<file path="src/rtl/four_input_toggle_gen_if.sv">
// Control/stimulus bundle for four_input_toggle_gen: start/stop handshake, run length and
// generated waves. `mode` exists only when TOGGLE_GEN_LFSR_EN is defined.
interface four_input_toggle_gen_if;
  logic        start;
  logic        stop;
  logic [15:0] run_len;
`ifdef TOGGLE_GEN_LFSR_EN
  logic        mode;
`endif
  logic        a;
  logic        b;
  logic        c;
  logic        d;
  logic        busy;
  logic        done;

  modport master (
    output start, stop, run_len,
`ifdef TOGGLE_GEN_LFSR_EN
    output mode,
`endif
    input  a, b, c, d, busy, done
  );

  modport slave (
    input  start, stop, run_len,
`ifdef TOGGLE_GEN_LFSR_EN
    input  mode,
`endif
    output a, b, c, d, busy, done
  );
endinterface

</file>
<file path="src/rtl/four_input_toggle_gen.sv">
// Square-wave stimulus source for the a/b/c/d inputs of the four-input AND stage.
// Optional feature macro TOGGLE_GEN_LFSR_EN adds an LFSR pattern mode selected at start.
module four_input_toggle_gen #(
  parameter int unsigned CNT_W  = 8,
  parameter int unsigned HALF_A = 100,
  parameter int unsigned HALF_B = 70,
  parameter int unsigned HALF_C = 50,
  parameter int unsigned HALF_D = 20
) (
  input logic                  clk,
  input logic                  rst_n,
  four_input_toggle_gen_if.slave bus
);

  typedef enum logic [1:0] {StIdle, StRun, StDone} state_e;

  // Index 3 drives a, index 0 drives d, matching {a,b,c,d} bit order.
  localparam logic [CNT_W-1:0] HalfM1 [4] = '{
    CNT_W'(HALF_D - 1), CNT_W'(HALF_C - 1), CNT_W'(HALF_B - 1), CNT_W'(HALF_A - 1)
  };

  state_e            state_q, state_d;
  logic [CNT_W-1:0]  cnt_q [4];
  logic [CNT_W-1:0]  cnt_d [4];
  logic [3:0]        wave_q, wave_d;
  logic [15:0]       run_cnt_q, run_cnt_d;
  logic [15:0]       run_len_q, run_len_d;
  logic              run_last;

`ifdef TOGGLE_GEN_LFSR_EN
  logic              mode_q, mode_d;
  logic [7:0]        lfsr_q, lfsr_d;
  logic              lfsr_fb;

  // x^8 + x^6 + x^5 + x^4 + 1, shifting toward the MSB.
  assign lfsr_fb = lfsr_q[7] ^ lfsr_q[5] ^ lfsr_q[4] ^ lfsr_q[3];
`endif

  assign run_last = (run_len_q != 16'd0) && (run_cnt_q == run_len_q - 16'd1);

  always_comb begin
    state_d   = state_q;
    cnt_d     = cnt_q;
    wave_d    = wave_q;
    run_cnt_d = run_cnt_q;
    run_len_d = run_len_q;
`ifdef TOGGLE_GEN_LFSR_EN
    mode_d    = mode_q;
    lfsr_d    = lfsr_q;
`endif

    unique case (state_q)
      StIdle: begin
        if (bus.start && !bus.stop) begin
          state_d   = StRun;
          wave_d    = 4'b0000;
          run_cnt_d = 16'd0;
          run_len_d = bus.run_len;
          for (int i = 0; i < 4; i++) begin
            cnt_d[i] = '0;
          end
`ifdef TOGGLE_GEN_LFSR_EN
          mode_d = bus.mode;
          lfsr_d = 8'hA5;
`endif
        end
      end

      StRun: begin
        // Stop wins over completion; the final RUN edge leaves the waves untouched.
        if (bus.stop) begin
          state_d = StIdle;
        end else if (run_last) begin
          state_d = StDone;
        end else begin
          run_cnt_d = run_cnt_q + 16'd1;
          for (int i = 0; i < 4; i++) begin
            if (cnt_q[i] == HalfM1[i]) begin
              cnt_d[i]  = '0;
              wave_d[i] = ~wave_q[i];
            end else begin
              cnt_d[i] = cnt_q[i] + 1'b1;
            end
          end
`ifdef TOGGLE_GEN_LFSR_EN
          if (mode_q) begin
            wave_d = lfsr_q[3:0];
            lfsr_d = {lfsr_q[6:0], lfsr_fb};
          end
`endif
        end
      end

      StDone: begin
        state_d = StIdle;
      end

      default: begin
        state_d = StIdle;
      end
    endcase
  end

  always_ff @(posedge clk or negedge rst_n) begin
    if (!rst_n) begin
      state_q   <= StIdle;
      cnt_q     <= '{default: '0};
      wave_q    <= 4'b0000;
      run_cnt_q <= 16'd0;
      run_len_q <= 16'd0;
    end else begin
      state_q   <= state_d;
      cnt_q     <= cnt_d;
      wave_q    <= wave_d;
      run_cnt_q <= run_cnt_d;
      run_len_q <= run_len_d;
    end
  end

`ifdef TOGGLE_GEN_LFSR_EN
  always_ff @(posedge clk or negedge rst_n) begin
    if (!rst_n) begin
      mode_q <= 1'b0;
      lfsr_q <= 8'hA5;
    end else begin
      mode_q <= mode_d;
      lfsr_q <= lfsr_d;
    end
  end
`endif

  assign bus.a    = wave_q[3];
  assign bus.b    = wave_q[2];
  assign bus.c    = wave_q[1];
  assign bus.d    = wave_q[0];
  assign bus.busy = (state_q == StRun);
  assign bus.done = (state_q == StDone);

endmodule

</file>
<file path="src/flat_wrapper.sv">
// flat-port wrapper written by rule: the top's interface ports become plain ports
module four_input_toggle_gen_flat 
#(
  parameter int unsigned CNT_W  = 8,
  parameter int unsigned HALF_A = 100,
  parameter int unsigned HALF_B = 70,
  parameter int unsigned HALF_C = 50,
  parameter int unsigned HALF_D = 20
)
  (clk, rst_n, bus_start, bus_stop, bus_run_len, bus_a, bus_b, bus_c, bus_d, bus_busy, bus_done);
  four_input_toggle_gen_if bus_i ();
  input logic clk;
  input logic rst_n;
  input wire logic [$bits(bus_i.start)-1:0] bus_start;
  input wire logic [$bits(bus_i.stop)-1:0] bus_stop;
  input wire logic [$bits(bus_i.run_len)-1:0] bus_run_len;
  output wire logic [$bits(bus_i.a)-1:0] bus_a;
  output wire logic [$bits(bus_i.b)-1:0] bus_b;
  output wire logic [$bits(bus_i.c)-1:0] bus_c;
  output wire logic [$bits(bus_i.d)-1:0] bus_d;
  output wire logic [$bits(bus_i.busy)-1:0] bus_busy;
  output wire logic [$bits(bus_i.done)-1:0] bus_done;
  assign bus_i.start = bus_start;
  assign bus_i.stop = bus_stop;
  assign bus_i.run_len = bus_run_len;
  assign bus_a = bus_i.a;
  assign bus_b = bus_i.b;
  assign bus_c = bus_i.c;
  assign bus_d = bus_i.d;
  assign bus_busy = bus_i.busy;
  assign bus_done = bus_i.done;
  four_input_toggle_gen #(.CNT_W(CNT_W), .HALF_A(HALF_A), .HALF_B(HALF_B), .HALF_C(HALF_C), .HALF_D(HALF_D)) u_core (.clk(clk), .rst_n(rst_n), .bus(bus_i));
endmodule
</file>
<file path="config.mk">
export PLATFORM = sky130hd
export DESIGN_NAME = four_input_toggle_gen_flat
export DESIGN_NICKNAME = d
export VERILOG_FILES = /design/src/rtl/four_input_toggle_gen_if.sv /design/src/rtl/four_input_toggle_gen.sv /design/src/flat_wrapper.sv
export SDC_FILE = /design/constraint.sdc
export NUM_CORES = 1
export LEC_CHECK = 0
export ABC_CLOCK_PERIOD_IN_PS = 3200
export BUFFER_PORTS_ARGS = -buffer_cell sky130_fd_sc_hd__buf_4
export CELL_PAD_IN_SITES_DETAIL_PLACEMENT = 1
export CELL_PAD_IN_SITES_GLOBAL_PLACEMENT = 2
export CORE_UTILIZATION = 34
export CTS_CLUSTER_DIAMETER = 100
export CTS_CLUSTER_SIZE = 14
export DETAILED_ROUTE_END_ITERATION = 12
export PLACE_DENSITY = 0.81
export SLEW_MARGIN = 0
export SYNTH_ARGS = -nofsm -noshare
export SYNTH_HDL_FRONTEND = slang
export SYNTH_SLANG_ARGS = --single-unit
export TNS_END_PERCENT = 100
</file>
<file path="constraint.sdc">
create_clock -name clk -period 3.2 [get_ports clk]
set_input_delay 0.64 -clock clk [delete_from_list [all_inputs] [get_ports clk]]
set_output_delay 0.64 -clock clk [all_outputs]
set_load 0.02 [all_outputs]
</file>
Word level (Yosys, flattened, before mapping)
Cells that the tools add are included.
{ "word_totals": {"output_inout_bits": 6, "regBits": 70} }
{ "op_classes": {"addsub": 6, "eq_ne": 15, "n_reduce_logical": 13, "n_bitwise": 4, "muxes": 24} }
{ "ops": {"columns": ["op", "n"], "rows": [
  ["$mux 32", 3],
  ["$pmux 32 s2", 1],
  ["$mux 16", 3],
  ["$add 8x1->8 const B", 4],
  ["$mux 8", 4],
  ["$pmux 16 s2", 1],
  ["$reduce_and 5->1", 4],
  ["$add 16x1->16 const B", 1],
  ["$eq 16x16->1", 1],
  ["$eq 8x7->1 const B", 2],
  ["$reduce_bool 16->1", 1],
  ["$sub 16x1->16 const B", 1],
  ["$mux 4", 3],
  ["$ne 2x1->1 const B", 5],
  ["$eq 8x5->1 const B", 1],
  ["$eq 8x6->1 const B", 1],
  ["$pmux 4 s2", 1],
  ["$mux 2", 3],
  ["$mux 1", 4],
  ["$ne 2x2->1 const B", 2],
  ["$not 1->1", 4],
  ["$pmux 2 s2", 1],
  ["$reduce_and 2->1", 2],
  ["$reduce_and 4->1", 1],
  ["other kinds (7)", 8]
]} }

Depth between registers and ports, before layout
{ "logic_depth": {"ltp_word": 6, "mapped_depth": 13, "ltp_nobuf": 11} }

Worst setup path before layout
OpenSTA, ideal clock, no wires.
{ "synth_path": {"path_type": "reg2reg", "from": "reg u_core.run_len_q[4]", "to": "reg u_core.cnt_q[22] (netlist bit)", "synth_period_minus_slack_ns": 3.151, "t_required_ns": 3.090, "setup_slack_ns": 0.049, "setup_time_ns": 0.110, "stages_incl_launch_ff": 12, "arrival_ns": 3.041, "path_cell_list": "dfrtp_1 > clkbuf_1 > or4_4 > nor4_1 > mux2i_1 > o2111ai_1 > or4_1 > buf_2 > a21oi_4 > buf_2 > o21ai_0 > o41ai_1"} }
{ "synth_between": {"elab_chain_len": 5, "elab_cells_between_ends": 6, "cone_classes": "add/sub (1); eq/ne (2); reduce/logical (3)"} }
{ "synth_rtl": {"columns": ["element", "line", "source"], "rows": [
  ["start: declaration", "four_input_toggle_gen.sv:27", "logic [15:0] run_len_q, run_len_d;"],
  ["start signal: assignment", "four_input_toggle_gen.sv:116", "run_len_q <= run_len_d;"],
  ["$sub 16x1->16", "four_input_toggle_gen.sv:39", "assign run_last = (run_len_q != 16'd0) && (run_cnt_q == run_len_q - 16'd1);"],
  ["$eq 16x16->1", "four_input_toggle_gen.sv:39", null],
  ["$logic_and 1x1->1 (*)", "four_input_toggle_gen.sv:39", null],
  ["$ne 2x2->1 (no line) (*)", null, null],
  ["$reduce_and 4->1 (no line) (*)", null, null],
  ["end signal: assignment", "four_input_toggle_gen.sv:113", "cnt_q <= cnt_d;"],
  ["end: declaration", "four_input_toggle_gen.sv:23", "logic [CNT_W-1:0] cnt_q [4];"]
]} }
Every way passes the cells marked *; elsewhere a longest branch is shown, timed or not.
A chain may end at the register's enable or synchronous reset.

Worst setup path in the final report
{ "layout_path": {"from": "reg u_core.run_len_q[1]", "to": "reg u_core.cnt_q[15] (netlist bit)"} }
The elaborated chain is that of the path after synthesis.

==> out/results.txt <==
Finished Cell Area: 0.00495 mm^2
post-route minimum period: 3100 ps
Req. time, crit path: 3430 ps
Layout area overhead: 22.6%
CP peak stage delay: 590 ps
# nets final: 544
combinational share of power: 24.8%
Worst path slowest cell: or4_4
Synth cell types: 59
# rows: 39
Cell Int Power: 0.00197 W
HP Class: input pin to asynchronous set/reset pin
IO Port Bufs: 25
Layout Utilization: 43.0%
peak supply drop: 264 uV
GRT Overall Usage: 20.1%
switching share of power: 31.7%
CTS tree: yes
failing checks: design-rule violations
vias in the first global route: 3,893
CP max FO: 14
via count: 3,652
Overflow after GRT: 0
largest cells by area after synthesis: dfrtp_1 43%, nand2_1 6.5%, o21ai_0 6.2%
Net Count, Synth: 497
Seq pwr share: 38.7%
Die Y: 111 um
Die Wd: 111 um
crit path DAT: 3320 ps
Final setup viols: 0
Synth Instances: 468
area occupied by multi-input gates: 0.00220 mm^2
DRC violations left: 2
clock skew: 8.57 ps
Startpoint Class: flop
global placer's final weighted congestion: 0.861
critical path capture point type: flop
first-pass GRT wire length: 19.5 mm
maximum clock rate: 0.323 GHz
cell taking the most area after synthesis: dfrtp_1
antenna-violating nets left: 0
Synth warnings: 0
FF+latch area: 0.00175 mm^2
root buf cell: clkbuf_16
fill count: 1,341
#FFs+latches synth: 70
largest net degree at the start of global routing: 71
number of diodes: 0
DRT Pass-1 Iters: 8
vias per cell: 5.52
Async SR Flop Fraction: 100%
TritonCTS buffer count: 9
Net Sw Power: 0.000915 W
minimum hold slack: 418 ps
measured slew at the worst slew-check pin: 1030 ps
Initial Utilization: 35.1%
per-cell routed wire length: 17.4 um
core area: 0.0115 mm^2
status: finished, violations left
ratio of cells with drive above 1 in the final layout: 18.3%
dpl cell area: 0.00452 mm^2
Post-Route WL: 11.5 mm
initial antenna violation count: 0
Yosys top cell area share: 43.4%
Power Dens Cells: 583 mW/mm^2
final period utilization: 96.8%
max_cap viols: 0
IO Pins: 26
Syn Area/Cell: 8.63 um^2
die area: 0.0123 mm^2
Clock Path Buffers: 2
clk slew on worst S/H paths: 60 ps
top cells by count, synth: 70 x dfrtp_1, 70 x nand2_1, 50 x o21ai_0, 41 x nor2_1, 29 x nand3_1
EDFF count, synth: 0
drt initial violations: 167
synthesized area: 0.00404 mm^2
CP cell instances: or4_4, or4_1, o311ai_1, o22ai_1, or4_4, a21oi_4, buf_4, buf_12, or4_1, nand3_1
critical setup path kind: flop to flop
Synth Flop Type: dfrtp_1
Worst Path Buf+Inv: 2
final hold vios: 0
register area share after synthesis: 43.4%
CP top delay family: simple AND/OR/NAND/NOR gates
Slew Viols, Final: 0
HPWL after DPL: 7.82 mm
leak pwr: 2.16 nW
CTS sink count: 70
Worst-Skew Late Latency: 340 ps
CTS H-tree lvls: 3
worst rel slew slack: 30.2%
Clock power frac: 36.5%
logic make-up (layout without fill, tap and decap cells):
kind of cell | after synthesis | count (layout) | synth area share (%)
compound gates | 91 | 91 | 14.2
xor+xnor | 26 | 26 | 5.64
fa+ha+maj | 9 | 9 | 2.79
buf+inv | 34 | 85 | 3.69
flops | 70 | 70 | 43.4
mux | 2 | 2 | 0.496
simple gates | 236 | 236 | 29.8
per-layer routing:
metal | up-vias | GRT usage, % | part of all wire [%]
met4 | 0 | 6.39 | 1.4
met1 | 1844 | 25.2 | 47
li1 | 1757 | - | -
met2 | 41 | 33.9 | 48
met3 | 10 | 4.87 | 3.2
met5 | - | 0 | 0
worst paths after layout:
check | start | to | slack, ps | cells past startpoint
worst max-delay path | u_core.run_len_q[1]$_DFFE_PN0P_ | u_core.cnt_q[15]$_DFFE_PN0P_ | 100 | 10
worst min-delay path | rst_n | u_core.cnt_q[11]$_DFFE_PN0P_ | 420 | 1
worst max register to register | u_core.run_len_q[1]$_DFFE_PN0P_ | u_core.cnt_q[15]$_DFFE_PN0P_ | 100 | 10
worst min register to register | u_core.wave_q[1]$_DFFE_PN0P_ | u_core.wave_q[1]$_DFFE_PN0P_ | 490 | 1
max in group asynchronous | rst_n | u_core.run_len_q[9]$_DFFE_PN0P_ | 2140 | 1
min in group clk | bus_run_len[12] | u_core.run_len_q[12]$_DFFE_PN0P_ | 480 | 3
timing repair:
item,in CTS,in global routing
setup endpoints to repair,33,46
endpoints found under the hold margin,0,0
resized for setup,5,12
pin swaps,0,4
gates cloned,0,1
buffers inserted,0,5
hold buffers,0,0
metrics by stage:
stage                     TNS [ps]  total power [W]  setup slack [ps]  std cells
after floorplan                  0          0.00152              48.6        468
after global placement           0          0.00176              26.0        641
after detailed placement     -1420          0.00180              -127        641
after CTS                        0          0.00287              1.96        656
after global routing         -80.2          0.00304             -16.8        662
final                            0          0.00288               103        662
power by group through the flow:
stage / Sequential [W] / Clock, W / Combinational [W]
after floorplan: 0.00112 / 0 / 0.000401
after CTS: 0.00111 / 0.00108 / 0.000678
after global routing: 0.00114 / 0.00111 / 0.000794
final: 0.00112 / 0.00105 / 0.000716
after global placement: 0.00112 / 0 / 0.000642
after detailed placement: 0.00113 / 0 / 0.000670
cell usage in the layout (no fill, tap or decap), types with 2 or more instances in the layout:
| cell type | n |
|---|---|
| o41ai_1 | 4 |
| and3_1 | 13 |
| clkbuf_8 | 3 |
| nand4_1 | 8 |
| o31ai_1 | 8 |
| a31oi_1 | 2 |
| and2_1 | 5 |
| ha_1 | 9 |
| o21ai_0 | 48 |
| inv_1 | 11 |
| nand2b_1 | 19 |
| o22ai_1 | 2 |
| or4_4 | 3 |
| nand3b_1 | 3 |
| o21ai_1 | 6 |
| xnor2_1 | 18 |
| nor2b_1 | 2 |
| nor3_1 | 8 |
| xor2_1 | 8 |
| nor3_2 | 2 |
| nand3_1 | 29 |
| nor4_2 | 2 |
| dfrtp_1 | 70 |
| or4_1 | 5 |
| nor4_1 | 10 |
| or2_2 | 2 |
| a21oi_1 | 4 |
| nor2_1 | 41 |
| buf_4 | 54 |
| nand2_1 | 67 |
| o311ai_1 | 2 |
| clkbuf_16 | 10 |
| or3_1 | 4 |
| nand2_2 | 3 |
state kept, by name, indices dropped and copies added (netlist names):
register / cells
u_core.cnt_q: 32
u_core.run_cnt_q: 16
u_core.run_len_q: 16
u_core.state_q: 2
u_core.wave_q: 4
cell type report:
type	count	area share [%]
Timing Repair Buffer	57	9.33
Multi-Input combinational cell	364	44.4
Sequential cell	70	35.4
Inverter	13	1.04
Clock buffer	12	5.38
Clock inverter	3	0.859
Tap cell	143	3.61
Power figures use the tool's default switching activity.
